`config.mk`:
```
export PLATFORM = sky130hd
export DESIGN_NAME = sram_rd_pipe
export DESIGN_NICKNAME = d
export VERILOG_FILES = /design/src/rtl/sram_rd_pipe.sv
export SDC_FILE = /design/constraint.sdc
export NUM_CORES = 1
export LEC_CHECK = 0
export BUFFER_PORTS_ARGS = -buffer_cell sky130_fd_sc_hd__buf_2
export CORE_UTILIZATION = 35
export DETAILED_ROUTE_END_ITERATION = 8
export PLACE_DENSITY = 0.77
export SLEW_MARGIN = 20
export SYNTH_ARGS = -nofsm -noshare
export SYNTH_HDL_FRONTEND = slang
export SYNTH_SLANG_ARGS = --single-unit
```
`constraint.sdc`:
```
create_clock -name clk_i -period 1 [get_ports clk_i]
set_input_delay 0.15 -clock clk_i [delete_from_list [all_inputs] [get_ports clk_i]]
set_output_delay 0.15 -clock clk_i [all_outputs]
set_load 0.02 [all_outputs]
```
`src/rtl/sram_rd_pipe.sv`:
```
// -----------------------------------------------------------------------------
// sram_rd_pipe
// LATENCY-deep read-result pipeline carrying {data, vld, flag}.
// Each stage only loads new data when the incoming valid is set, so the last
// stage (the port output) holds its previous word between read results.
// Ports:
//   clk_i   in  clock
//   clr_i   in  synchronous clear of every stage (data, vld, flag)
//   vld_i   in  read accepted this edge
//   data_i  in  word sampled this edge
//   flag_i  in  side-band flag travelling with the read (qualified by vld_i)
//   vld_o   out one-cycle strobe, data_o carries new read data
//   data_o  out read data (held while vld_o is 0)
//   flag_o  out flag aligned with vld_o
// -----------------------------------------------------------------------------
module sram_rd_pipe #(
  parameter int unsigned WIDTH   = 32'd32,
  parameter int unsigned LATENCY = 32'd1
) (
  input  logic             clk_i,
  input  logic             clr_i,
  input  logic             vld_i,
  input  logic [WIDTH-1:0] data_i,
  input  logic             flag_i,
  output logic             vld_o,
  output logic [WIDTH-1:0] data_o,
  output logic             flag_o
);

  logic [LATENCY-1:0]            vld_q, vld_d, flag_q, flag_d;
  logic [LATENCY-1:0][WIDTH-1:0] data_q, data_d;

  // Per-stage source: stage 0 is fed from the inputs, stage g from stage g-1.
  logic [LATENCY-1:0]            src_vld_s, src_flag_s;
  logic [LATENCY-1:0][WIDTH-1:0] src_data_s;

  for (genvar g = 0; g < LATENCY; g++) begin : g_stage
    if (g == 0) begin : g_first
      assign src_vld_s[g]  = vld_i;
      assign src_flag_s[g] = flag_i & vld_i;
      assign src_data_s[g] = data_i;
    end else begin : g_rest
      assign src_vld_s[g]  = vld_q[g-1];
      assign src_flag_s[g] = flag_q[g-1];
      assign src_data_s[g] = data_q[g-1];
    end
  end

  // Next-state: shift valid/flag every cycle, load data only with a valid.
  always_comb begin
    vld_d  = src_vld_s;
    flag_d = src_flag_s;
    data_d = data_q;
    for (int i = 0; i < int'(LATENCY); i++) begin
      if (src_vld_s[i]) begin
        data_d[i] = src_data_s[i];
      end else begin
        data_d[i] = data_q[i];
      end
    end
  end

  // Stage registers with synchronous clear.
  always_ff @(posedge clk_i) begin
    if (clr_i) begin
      vld_q  <= '0;
      flag_q <= '0;
      data_q <= '0;
    end else begin
      vld_q  <= vld_d;
      flag_q <= flag_d;
      data_q <= data_d;
    end
  end

  assign vld_o  = vld_q[LATENCY-1];
  assign flag_o = flag_q[LATENCY-1];
  assign data_o = data_q[LATENCY-1];

endmodule

```
==> run summary, run 1 <==
TritonCTS built the clock tree. For this run, design rule violations remaining after detail routing come to 0. The share of post-route cells with drive strength above 1 works out to 0.544.

The run finished with clean final reports. The tools report the wire length after detailed routing as 2370 um. Row generation in the floorplan step produced 21 rows. Arrival time of the worst setup path: 810 ps.

The number of warnings printed during yosys synthesis is 0. The normalized max-slew margin was 0.889. On the worst path, the slowest cell contributes a delay of 350 ps.

Leaving out fill and tap cells, the most frequent cell in the layout is sky130_fd_sc_hd__buf_2. Number of global-route vias before repair: 823. The tools report the met2 layer wire length in the routed design as 1180 um.

The tools report the launching element type of the critical path as a flop. CTS saw 34 sinks. Count of antenna diodes in the layout: 0. The top cell types in the final layout, fill and taps aside, are sky130_fd_sc_hd__buf_2, sky130_fd_sc_hd__buf_4, sky130_fd_sc_hd__mux2i_1, sky130_fd_sc_hd__nor2_1, sky130_fd_sc_hd__dfxtp_1. The wire-length estimate of the detail-placed layout is 1750 um.

In this run the count of I/O pins placed on the die edge is 70. The clock-pin slew of the registers on the worst-case setup and hold paths is 100 ps, and the height of the chip is 61.2 um. The slowest stage of the critical path is the sky130_fd_sc_hd__dfxtp_1 cell.

For this run, the post-layout net count is 217. The area growth from synthesis to layout is 43.8%. The shortest period the worst path allows came out at 960 ps. The tools report the part of the Yosys area used for sequential elements as 0.555.

After layout, the design draws a total of 2730 uW. Final worst-path cycle share: 0.960. Grouping stages by cell kind, the critical path spends the most delay in flip-flops.

The top-area cell type share of the netlist area was 0.555; the level count of the clock H-tree was 2. Synthesis instantiated 9 different standard cells from the library. Entering global routing, the biggest net connects 18 pins.

For this design the static power due to leakage is 0.000922 uW. The total global routing track utilization is 0.124. The critical path endpoint category is an output port. The number of hold buffers added after CTS was 0.

The number of nets produced by synthesis was 144; the maximum fanout along the worst path was 2. The die covers 3740 um2. Synthesis inferred 34 register bits. The congestion estimate from routability-driven global placement came to 0.746.

In this run the remaining antenna-violating nets after routing total 0. Across the run, the number of max-cap violations was 0. The clock reaches the later pin of the worst-skew pair after 310 ps.

Clock skew on the completed layout was measured at 0 ps. Setup repair after global routing left no endpoint under its margin. Initial antenna violation count: 0.

The wire length per cell was 10.4 um; the area of the mapped netlist was 1230 um2. The routed via count is 965. The actual transition at the worst max-transition pin was 162 ps. The tools report the clock tree root buffer cell as sky130_fd_sc_hd__clkbuf_4. The clock passes through at most 2 buffers.

For this run the aggregate overflow at the end of global routing stands at 0. The detailed-routed wire length on met3 was 104 um. For this block, wires on met1 add up to 1060 um. The highest achievable clock rate is 1.04 GHz, and the combined buffer and inverter count along the critical path is 1. The biggest area contributor in the post-synthesis netlist is sky130_fd_sc_hd__dfxtp_1. The worst min-delay path category is primary input to flop. The detailed-route vias per instance works out to 4.23. TritonCTS created 5 clock buffers.

Walking the worst path, the cells encountered are buf_4. The number of pins with negative max-slew slack in the final report was 0. After synthesis, the mean cell area works out to 11.4 um2. The floorplan core area is 3340 um2. For this block, the initial DRC count from the detailed router was 31. Summed over all failing endpoints, the final setup total negative slack is 0 ps. Total power density per cell area: 1550 nW/um2. Setup violations remaining at the end of the flow were counted as 0. The logs give 108 for the gate count after technology mapping and 0.000796 V for the maximum ir drop on the vdd rail. The run gives 3400 um as the wire length of the first global-routing pass. Yosys attributes the largest share of cell area to sky130_fd_sc_hd__dfxtp_1, sky130_fd_sc_hd__mux2i_1, sky130_fd_sc_hd__nor2_1. In this run the tool buffered the top-level ports with 69 buffer cells. The detailed-router iteration count before antenna repair came out at 4.

The worst setup path is of the flop to output port kind. The top routing layer in use was met4. The starting density of the core was 0.367; the x dimension of the die was 61.2 um.

The logs give 0 for the count of final hold-check violations and 850 ps for the critical path required time.
-- kinds of logic (layout without fill, tap and decap cells) --
| family | Yosys count | after routing | share of synthesized area |
|---|---|---|---|
| and+or+nand+nor | 34 | 34 | 0.110 |
| muxes | 32 | 32 | 0.261 |
| DFF | 34 | 34 | 0.555 |
| buffers and inverters | 8 | 82 | 0.0735 |
-- worst register-to-register path, cell delays in order (launching register included) --
cell and delay [ps]:
sky130_fd_sc_hd__dfxtp_2 340, sky130_fd_sc_hd__mux2i_1 140, sky130_fd_sc_hd__nor2_1 50
-- worst paths after layout --
check / startpoint / cells after the start / slack, ps / endpoint
min: clr_i / 2 / 30 / vld_o$_SDFF_PP0_
min reg2reg: data_o[6]$_SDFFE_PP0P_ / 2 / 490 / data_o[6]$_SDFFE_PP0P_
max: data_o[7]$_SDFFE_PP0P_ / 1 / 40 / data_o[7]
max reg2reg: data_o[31]$_SDFFE_PP0P_ / 2 / 360 / data_o[31]$_SDFFE_PP0P_
-- flip-flops by register name, indices dropped and copies added, names as in the netlist --
name    cells
flag_o      1
vld_o       1
data_o     32
-- cells in the mapped netlist --
| cell type | number |
|---|---|
| sky130_fd_sc_hd__mux2i_1 | 32 |
| sky130_fd_sc_hd__buf_2 | 3 |
| sky130_fd_sc_hd__dfxtp_1 | 34 |
| sky130_fd_sc_hd__clkbuf_1 | 1 |
| sky130_fd_sc_hd__nor2_1 | 32 |
| sky130_fd_sc_hd__and2_1 | 1 |
| sky130_fd_sc_hd__nor2b_2 | 1 |
| sky130_fd_sc_hd__buf_6 | 1 |
| sky130_fd_sc_hd__buf_12 | 3 |
-- power by group --
part           leakage, uW  switching, uW  internal (uW)  total, uW
sequential        0.000286           41.2           1440       1480
combinational     0.000602            241            239        480
clock            0.0000343            429            338        767
-- per-layer routing --
metal | global-route usage | up-vias
met4 | 0.0649 | 0
li1 | - | 499
met1 | 0.148 | 432
met5 | 0 | -
met2 | 0.202 | 32
met3 | 0.0336 | 2
-- repair_timing --
action | 4_1_cts | 5_1_grt
pin swaps | 0 | 0
setup buffers | 0 | 0
setup endpoints to repair | 4 | 29
resized for setup | 4 | 43
endpoints found under the hold margin | 0 | 0
-- final cells by class --
type / instances / area (um2)
clock buffers: 6 / 51.3
clock inverters: 2 / 12.5
fillers: 313 / 1570
multi-input cells: 66 / 455
flip-flops and latches: 34 / 701
well taps: 46 / 57.6
repair buffers: 74 / 485
-- through the flow --
| step | instances | worst slack, ps | utilization | hold slack, ps | area [um2] |
|---|---|---|---|---|---|
| floorplan | 108 | 265 | - | 272 | 1230 |
| global placement | 220 | 131 | 0.480 | 352 | 1600 |
| detailed placement | 220 | 95.8 | 0.480 | 363 | 1600 |
| CTS | 228 | 0.516 | 0.502 | 11.9 | 1680 |
| global route | 228 | 1.89 | 0.528 | 17.8 | 1760 |
| finish | 228 | 40.4 | 0.528 | 25.0 | 1760 |
Note: power is estimated with default switching activity, not from simulation.
==> run 2: changes to the inputs <==
--- a/config.mk
+++ b/config.mk
@@ -8,4 +8,6 @@
 export BUFFER_PORTS_ARGS = -buffer_cell sky130_fd_sc_hd__buf_2
+export CORE_ASPECT_RATIO = 1.4
 export CORE_UTILIZATION = 35
 export DETAILED_ROUTE_END_ITERATION = 8
+export MAX_ROUTING_LAYER = met4
 export PLACE_DENSITY = 0.77
==> constraint.sdc (replaced) <==
create_clock -name clk_i -period 1 [get_ports clk_i]
set_input_delay 0.2 -clock clk_i [delete_from_list [all_inputs] [get_ports clk_i]]
set_output_delay 0.2 -clock clk_i [all_outputs]
set_load 0.02 [all_outputs]
==> run 2 against run 1 <==
  * Sequential cell count unchanged
  * Clock power rose by 49%
  * Wire length up 2.6%
  * Worst hold slack better by 93 ps
  * Cell count shrank 2.6%
  * Sequential power about the same
==> run summary, run 2 (synthesized netlist as in run 1, its figures left out) <==
The run finished with clean final reports. Source of the worst register-to-register timing path: data_o[23]$_SDFFE_PP0P_. The worst min-delay path category is primary input to flop.

The logs give 0 (unchanged) for the count of final hold-check violations and 1.03 GHz (-0.78%) for the highest achievable clock rate. The clock latency reported for the late side of the worst-skew pair was 270 ps (-40 ps); the actual transition at the worst max-transition pin was 186 ps (+23.9 ps). The run gives 0 (unchanged) as the count of unresolved DRC violations after routing. The switching share of total power was 0.234 (-0.0264). The power share of the clock group is 0.369 (+0.088), and the normalized max-slew margin is 0.876 (-0.0128). The kind of cell with the highest combined delay along the critical path is flip-flops. The tools report the capture point of the worst path as data_o[3]. The run gives 1810 um (+3.3%) as the half-perimeter wire length after placement. Traced cell by cell, the critical path runs through buf_4. Share of post-route cells with drive strength above 1: 0.500 (-0.0440).

The final net count was 217 (unchanged); the total power density per cell area was 1750 nW/um2 (+13%). Level count of the clock H-tree: 2 (unchanged). For the part of the power in registers, the log shows 0.480 (-0.063). The logs give 2430 um (+2.6%) for the wire length after detailed routing and 0 (unchanged) for the overflow left after global routing. The tools report the post-placement setup slack as 65.1 ps (-30.7 ps). For the routed via count, the log shows 997 (+3.3%). The floorplan core area came out at 3350 um2 (+0.30%). The worst setup path is launched from a flop. For the hold-fix buffer count after cts, the log shows 0 (unchanged). TritonCTS built the clock tree. The critical path endpoint category was an output port. The count of antenna diodes in the layout was 0 (unchanged); the height of the chip was 72.0 um (+18%). The run gives 0 (unchanged) as the number of nets with antenna violations after routing.

The register-to-register setup slack is 390 ps (+30 ps), and the clock skew is 0 ps (unchanged). The clock tree root buffer cell was sky130_fd_sc_hd__clkbuf_8. The detailed-route vias per instance was 4.49 (+6.1%); the shortest period the worst path allows was 967 ps (+7.49 ps). Number of design-rule violations left by the first detailed-router iteration: 7 (-77%).

The number of cell rows came out at 25 (+19%). The synthesis-to-layout area growth works out to 43.7% (about the same). The reported leakage power came out at 0.000937 uW (+1.6%).

The starting density of the core is 0.366 (-0.00110). Largest stage delay on the critical path: 340 ps (about the same). The total internal power was 2360 uW (+17%); the combinational power share was 0.151 (-0.025). The total number of cells along the worst setup path was 1 (unchanged).

The final worst-path cycle share is 0.967 (+0.00749). Setup repair after global routing left no endpoint under its margin. The smallest setup slack after layout is 32.9 ps (-7.49 ps). The tools report the pin count of the biggest net entering global routing as 20 (+2). The number of pins with negative max-slew slack in the final report is 0 (unchanged).

The wire length per cell was 10.9 um (+5.4%). The slowest cell on the critical path is sky130_fd_sc_hd__dfxtp_1. The number of flip-flops under the largest register name was 32 (unchanged); the x dimension of the die was 52.0 um (-15%). The maximum root-to-sink buffer count was 2 (unchanged). Final weighted congestion of routability-driven global placement: 0.638 (-14%). Type of the worst setup path: flop to output port. The logs give 3 (-1) for the detailed-router iteration count before antenna repair and 34 (unchanged) for the total clock sinks. The total global routing track utilization is 0.138 (+0.0147).

The post-route setup TNS is 0 ps (unchanged). The number of buffers inserted by port buffering works out to 69 (unchanged). The total setup violations reported at the end of the flow came out at 0 (unchanged).

The endpoint identified for the worst register-to-register timing path is data_o[23]$_SDFFE_PP0P_. The critical path required time is 800 ps (-50 ps), and the wire length of the first global-routing pass is 3570 um (+4.9%). The tools report the number of buffers inserted during clock tree synthesis as 5 (unchanged). For the switching power summed over all nets, the log shows 722 uW (+1.4%). The die outline area is 3750 um2 (about the same), and the logic depth of the worst register-to-register path is 2 (unchanged).

The combined buffer and inverter count along the critical path works out to 1 (unchanged). The clock-pin slew of the registers on the worst-case setup and hold paths works out to 60 ps (-40 ps). Leaving out fill and tap cells, the most frequent cell in the layout is sky130_fd_sc_hd__buf_2.

The arrival time of the worst setup path is 770 ps (-40 ps), and the initial antenna violation count is 0 (unchanged). Leaving out fill and tap cells, the most frequent cells in the layout are sky130_fd_sc_hd__buf_2, sky130_fd_sc_hd__mux2i_1, sky130_fd_sc_hd__nor2_1. The total I/O pin count was 70 (unchanged); the maximum fanout along the worst path was 2 (unchanged).

The count of maximum capacitance violations is 0 (unchanged), and the number of global-route vias before repair is 888 (+7.9%). For the maximum ir drop on the vdd rail, the log shows 0.000918 V (+15%). The launching instance or port of the critical path is data_o[3]$_SDFFE_PP0P_.
## run 2: metrics by stage
| stage | hold slack, ps | instance area, um2 | total power [uW] | utilization | instances |
|---|---|---|---|---|---|
| after global routing | 99.4 | 1760 | 3230 | 0.526 | 222 |
| after global placement | 403 | 1580 | 1930 | 0.473 | 214 |
| final | 118 | 1760 | 3080 | 0.526 | 222 |
| after floorplan | 322 | 1230 | 1780 | - | 108 |
| after detailed placement | 406 | 1580 | 1940 | 0.473 | 214 |
| after CTS | 108 | 1700 | 3090 | 0.507 | 222 |
## run 2: worst min path at each step
stage / endpoint / startpoint / cells after the start
finish: vld_o$_SDFF_PP0_ / clr_i / 2
detailed placement: vld_o$_SDFF_PP0_ / clr_i / 2
floorplan: flag_o$_SDFF_PP0_ / flag_i / 1
global route: vld_o$_SDFF_PP0_ / clr_i / 2
global placement: vld_o$_SDFF_PP0_ / clr_i / 2
CTS: vld_o$_SDFF_PP0_ / clr_i / 2
## run 2: layer usage
layer / up-vias / global-route usage / part of all wire
met5: - / - / 0
met4: 0 / 0.0901 / 0.026
met3: 6 / 0.0608 / 0.080
met2: 50 / 0.235 / 0.52
met1: 444 / 0.119 / 0.37
li1: 497 / - / -
## run 2: worst reg2reg max path, delay by kind of cell (launching register included)
kind	cells	cell delay, ps
multiplexers	1	140
flip-flops	1	310
AND/OR/NAND/NOR	1	60
## run 2: area by class of cell
class	count	area, um2
fill	314	1590
sequential	34	691
multi-input combinational	66	455
timing repair buffer	74	455
clock buffer	8	110
tap	40	50.0
## run 2: timing repair
item | in CTS | in global routing
endpoints found under the setup margin | 2 | 24
cloned | 0 | 0
setup buffers | 0 | 0
gates resized for setup | 2 | 30
## run 2: power by group through the flow
| stage | Clock, uW | Sequential, uW | Combinational, uW |
|---|---|---|---|
| 2_1_floorplan | 0 | 1600 | 185 |
| 3_5_place_dp | 0 | 1500 | 441 |
| 4_1_cts | 1180 | 1470 | 443 |
| 5_1_grt | 1240 | 1480 | 502 |
| 6_report | 1140 | 1480 | 465 |
| 3_3_place_gp | 0 | 1500 | 431 |
==> run 3: changes to the inputs <==
CORE_MARGIN = 8   (was not set)
TNS_END_PERCENT = 5   (was not set)
==> run 3 against run 2 <==
  * Sequential power barely moved
  * Cell count fell by 0.45%
  * Critical path type unchanged
  * Wire length rose by 23%
  * Global-route usage fell by 2.9 points
==> run summary, run 3 (synthesized netlist as in run 1, its figures left out) <==
Signal routing reaches up to met4. The hold-fix buffer count after cts is 0 (unchanged). The met2 layer wire length in the routed design came out at 1620 um (+27%). The logic depth of the worst register-to-register path works out to 2 (unchanged). STA classifies the critical path startpoint as a flop. The combined buffer and inverter count along the critical path was 1 (unchanged); the maximum ir drop on the vdd rail was 0.000973 V (+5.9%). The worst min-delay path category is primary input to flop. The reported leakage power was 0.000937 uW (about the same).

The tools report the source of the worst register-to-register timing path as data_o[0]$_SDFFE_PP0P_. For the final-layout fill cell count, the log shows 326 (+3.8%). Compared with the post-synthesis result, the final layout area differs by 46.3%. The cell sitting at the root of the clock tree is a sky130_fd_sc_hd__clkbuf_8. The pin count of the biggest net entering global routing was 19 (-5.0%).

The number of flip-flops under the largest register name came out at 32 (unchanged). The routed via count was 965 (-3.2%). The logs give 2310 um (+28%) for the half-perimeter wire length after placement and 223 um (+15%) for the detailed-routed wire length on met3. The wire length per cell was 13.5 um (+24%); the number of buffers inserted during clock tree synthesis was 5 (unchanged). The initial antenna violation count is 0 (unchanged), and the number of global-route vias before repair is 1038 (+17%).

The tools report the total setup violations reported at the end of the flow as 0 (unchanged). The number of cell rows is 25 (unchanged), and the actual transition at the worst max-transition pin is 152 ps (-34.3 ps). Setup repair after global routing could not meet its margin everywhere. For the count of final hold-check violations, the log shows 0 (unchanged). The tools report the floorplan core area as 3380 um2 (+0.93%).

The met1 layer wirelength in the final routing was 1080 um (+20%). In the layout the commonest cells are sky130_fd_sc_hd__buf_2, sky130_fd_sc_hd__mux2i_1, sky130_fd_sc_hd__nor2_1. The total number of cells along the worst setup path works out to 1 (unchanged). The final worst-path cycle share works out to 0.971 (+0.00391).

The height of the chip came out at 86.0 um (+19%). TritonCTS built the clock tree. For the number of gates resized after cts, the log shows 6 (+4). The total clock sinks was 34 (unchanged); the number of pins with negative max-slew slack in the final report was 0 (unchanged). The wire length of the first global-routing pass is 4600 um (+29%), and the total power is 3170 uW (+3.1%). The number of buffers inserted by port buffering came out at 69 (unchanged). The tools report the total global routing track utilization as 0.109 (-0.0294).

The total power density per cell area was 1770 nW/um2 (+1.2%); the maximum fanout along the worst path was 2 (unchanged). Number of nets with antenna violations after routing: 0 (unchanged). Wire length after detailed routing: 2980 um (+23%). The run finished with clean final reports. Most frequent standard cell in the layout excluding fill and tap cells: sky130_fd_sc_hd__buf_2. The detailed-router iteration count before antenna repair came out at 4 (+1). The register-to-register setup slack was 380 ps (about the same); the shortest period the worst path allows was 971 ps (+3.91 ps). The run gives 2 (unchanged) as the maximum root-to-sink buffer count.

Number of design-rule violations left by the first detailed-router iteration: 13 (+6). The highest achievable clock rate came out at 1.03 GHz (-0.40%). Startpoint of the worst hold path: flag_i.

The count of unresolved DRC violations after routing came out at 0 (unchanged). The worst setup path is captured at an output port. Post-route setup TNS: 0 ps (unchanged). For the final non-filler cell total, the log shows 221 (-0.45%).

The total I/O pin count is 70 (unchanged), and the x dimension of the die is 66.0 um (+27%). The detailed-route vias per instance was 4.37 (-2.8%). By startpoint and endpoint, the worst setup path is classified as flop to output port. The largest stage delay on the critical path is 340 ps (about the same), and the count of antenna diodes in the layout is 0 (unchanged).

The tools report the final instance area as 1790 um2 (+1.8%). Buffer count from post-CTS setup fixing: 0 (unchanged). The worst flop-to-flop path endpoint was data_o[0]$_SDFFE_PP0P_.

The logs give 0.896 (+0.0200) for the normalized max-slew margin and 0.363 (-0.00339) for the starting density of the core. Share of post-route cells with drive strength above 1: 0.497 (-0.00276). The critical path's top delay family was flip-flops. The level count of the clock H-tree came out at 2 (unchanged). The overflow left after global routing is 0 (unchanged). For this design, the slowest cell found on the critical path is sky130_fd_sc_hd__dfxtp_1. The clock-pin slew of the registers on the worst-case setup and hold paths came out at 70 ps (about the same). Placed standard-cell area: 1600 um2 (+1.1%). For hold timing, the worst endpoint is flag_o$_SDFF_PP0_.

For the final weighted congestion of routability-driven global placement, the log shows 0.700 (+9.7%). The clock latency reported for the late side of the worst-skew pair was 280 ps (about the same). The run gives 5680 um2 (+52%) as the die outline area. Walking the worst path, the cells encountered are buf_4. The depth of the worst hold-timing path was 2 (unchanged). The cell count after placement is 213 (-0.47%), and the tightest hold margin is 125 ps (+6.99 ps). Arrival time of the worst setup path: 770 ps (about the same). The count of maximum capacitance violations is 0 (unchanged).

The logs give 800 ps (about the same) for the critical path required time and 216 (-0.46%) for the final net count. Clock skew: 0 ps (unchanged).
## run 3: layout make-up
type	instances	area, um2	share of cell area
tap	40	50.0	0.0279
timing repair buffer	73	487	0.271
clock buffer	6	72.6	0.0404
multi-input combinational	66	455	0.254
sequential	34	692	0.386
clock inverter	2	37.5	0.0209
## run 3: report_power, final
group / internal, uW / switching [uW]
clock: 743 / 468
combinational: 239 / 247
sequential: 1440 / 38.8
total: 2420 / 753
## run 3: worst max-delay path by stage
| stage | slack (ps) | endpoint | start |
|---|---|---|---|
| after global placement | 110 | data_o[28]$_SDFFE_PP0P_ | vld_i |
| after CTS | 0.3 | data_o[5] | data_o[5]$_SDFFE_PP0P_ |
| after global routing | -3 | data_o[4] | data_o[4]$_SDFFE_PP0P_ |
| after floorplan | 210 | data_o[0]$_SDFFE_PP0P_ | vld_i |
| after detailed placement | 80 | data_o[12]$_SDFFE_PP0P_ | vld_i |
| final | 30 | data_o[0] | data_o[0]$_SDFFE_PP0P_ |
## run 3: stage by stage
step / utilization / worst slack (ps)
after floorplan: - / 215
after global placement: 0.473 / 108
after detailed placement: 0.473 / 83.7
after CTS: 0.510 / 0.309
after global routing: 0.531 / -3.13
final: 0.531 / 29.0
## run 3: worst register-to-register path, delay by kind of cell (launching register included)
family           cells  cell delay, ps
multiplexers         1             150
flip-flops           1             320
AND/OR/NAND/NOR      1              50
## run 3: per-layer routing
layer	up-vias	global-route usage
li1	495	-
met1	426	0.0917
met2	39	0.195
met3	5	0.0417
met4	0	0.0643
met5	-	-
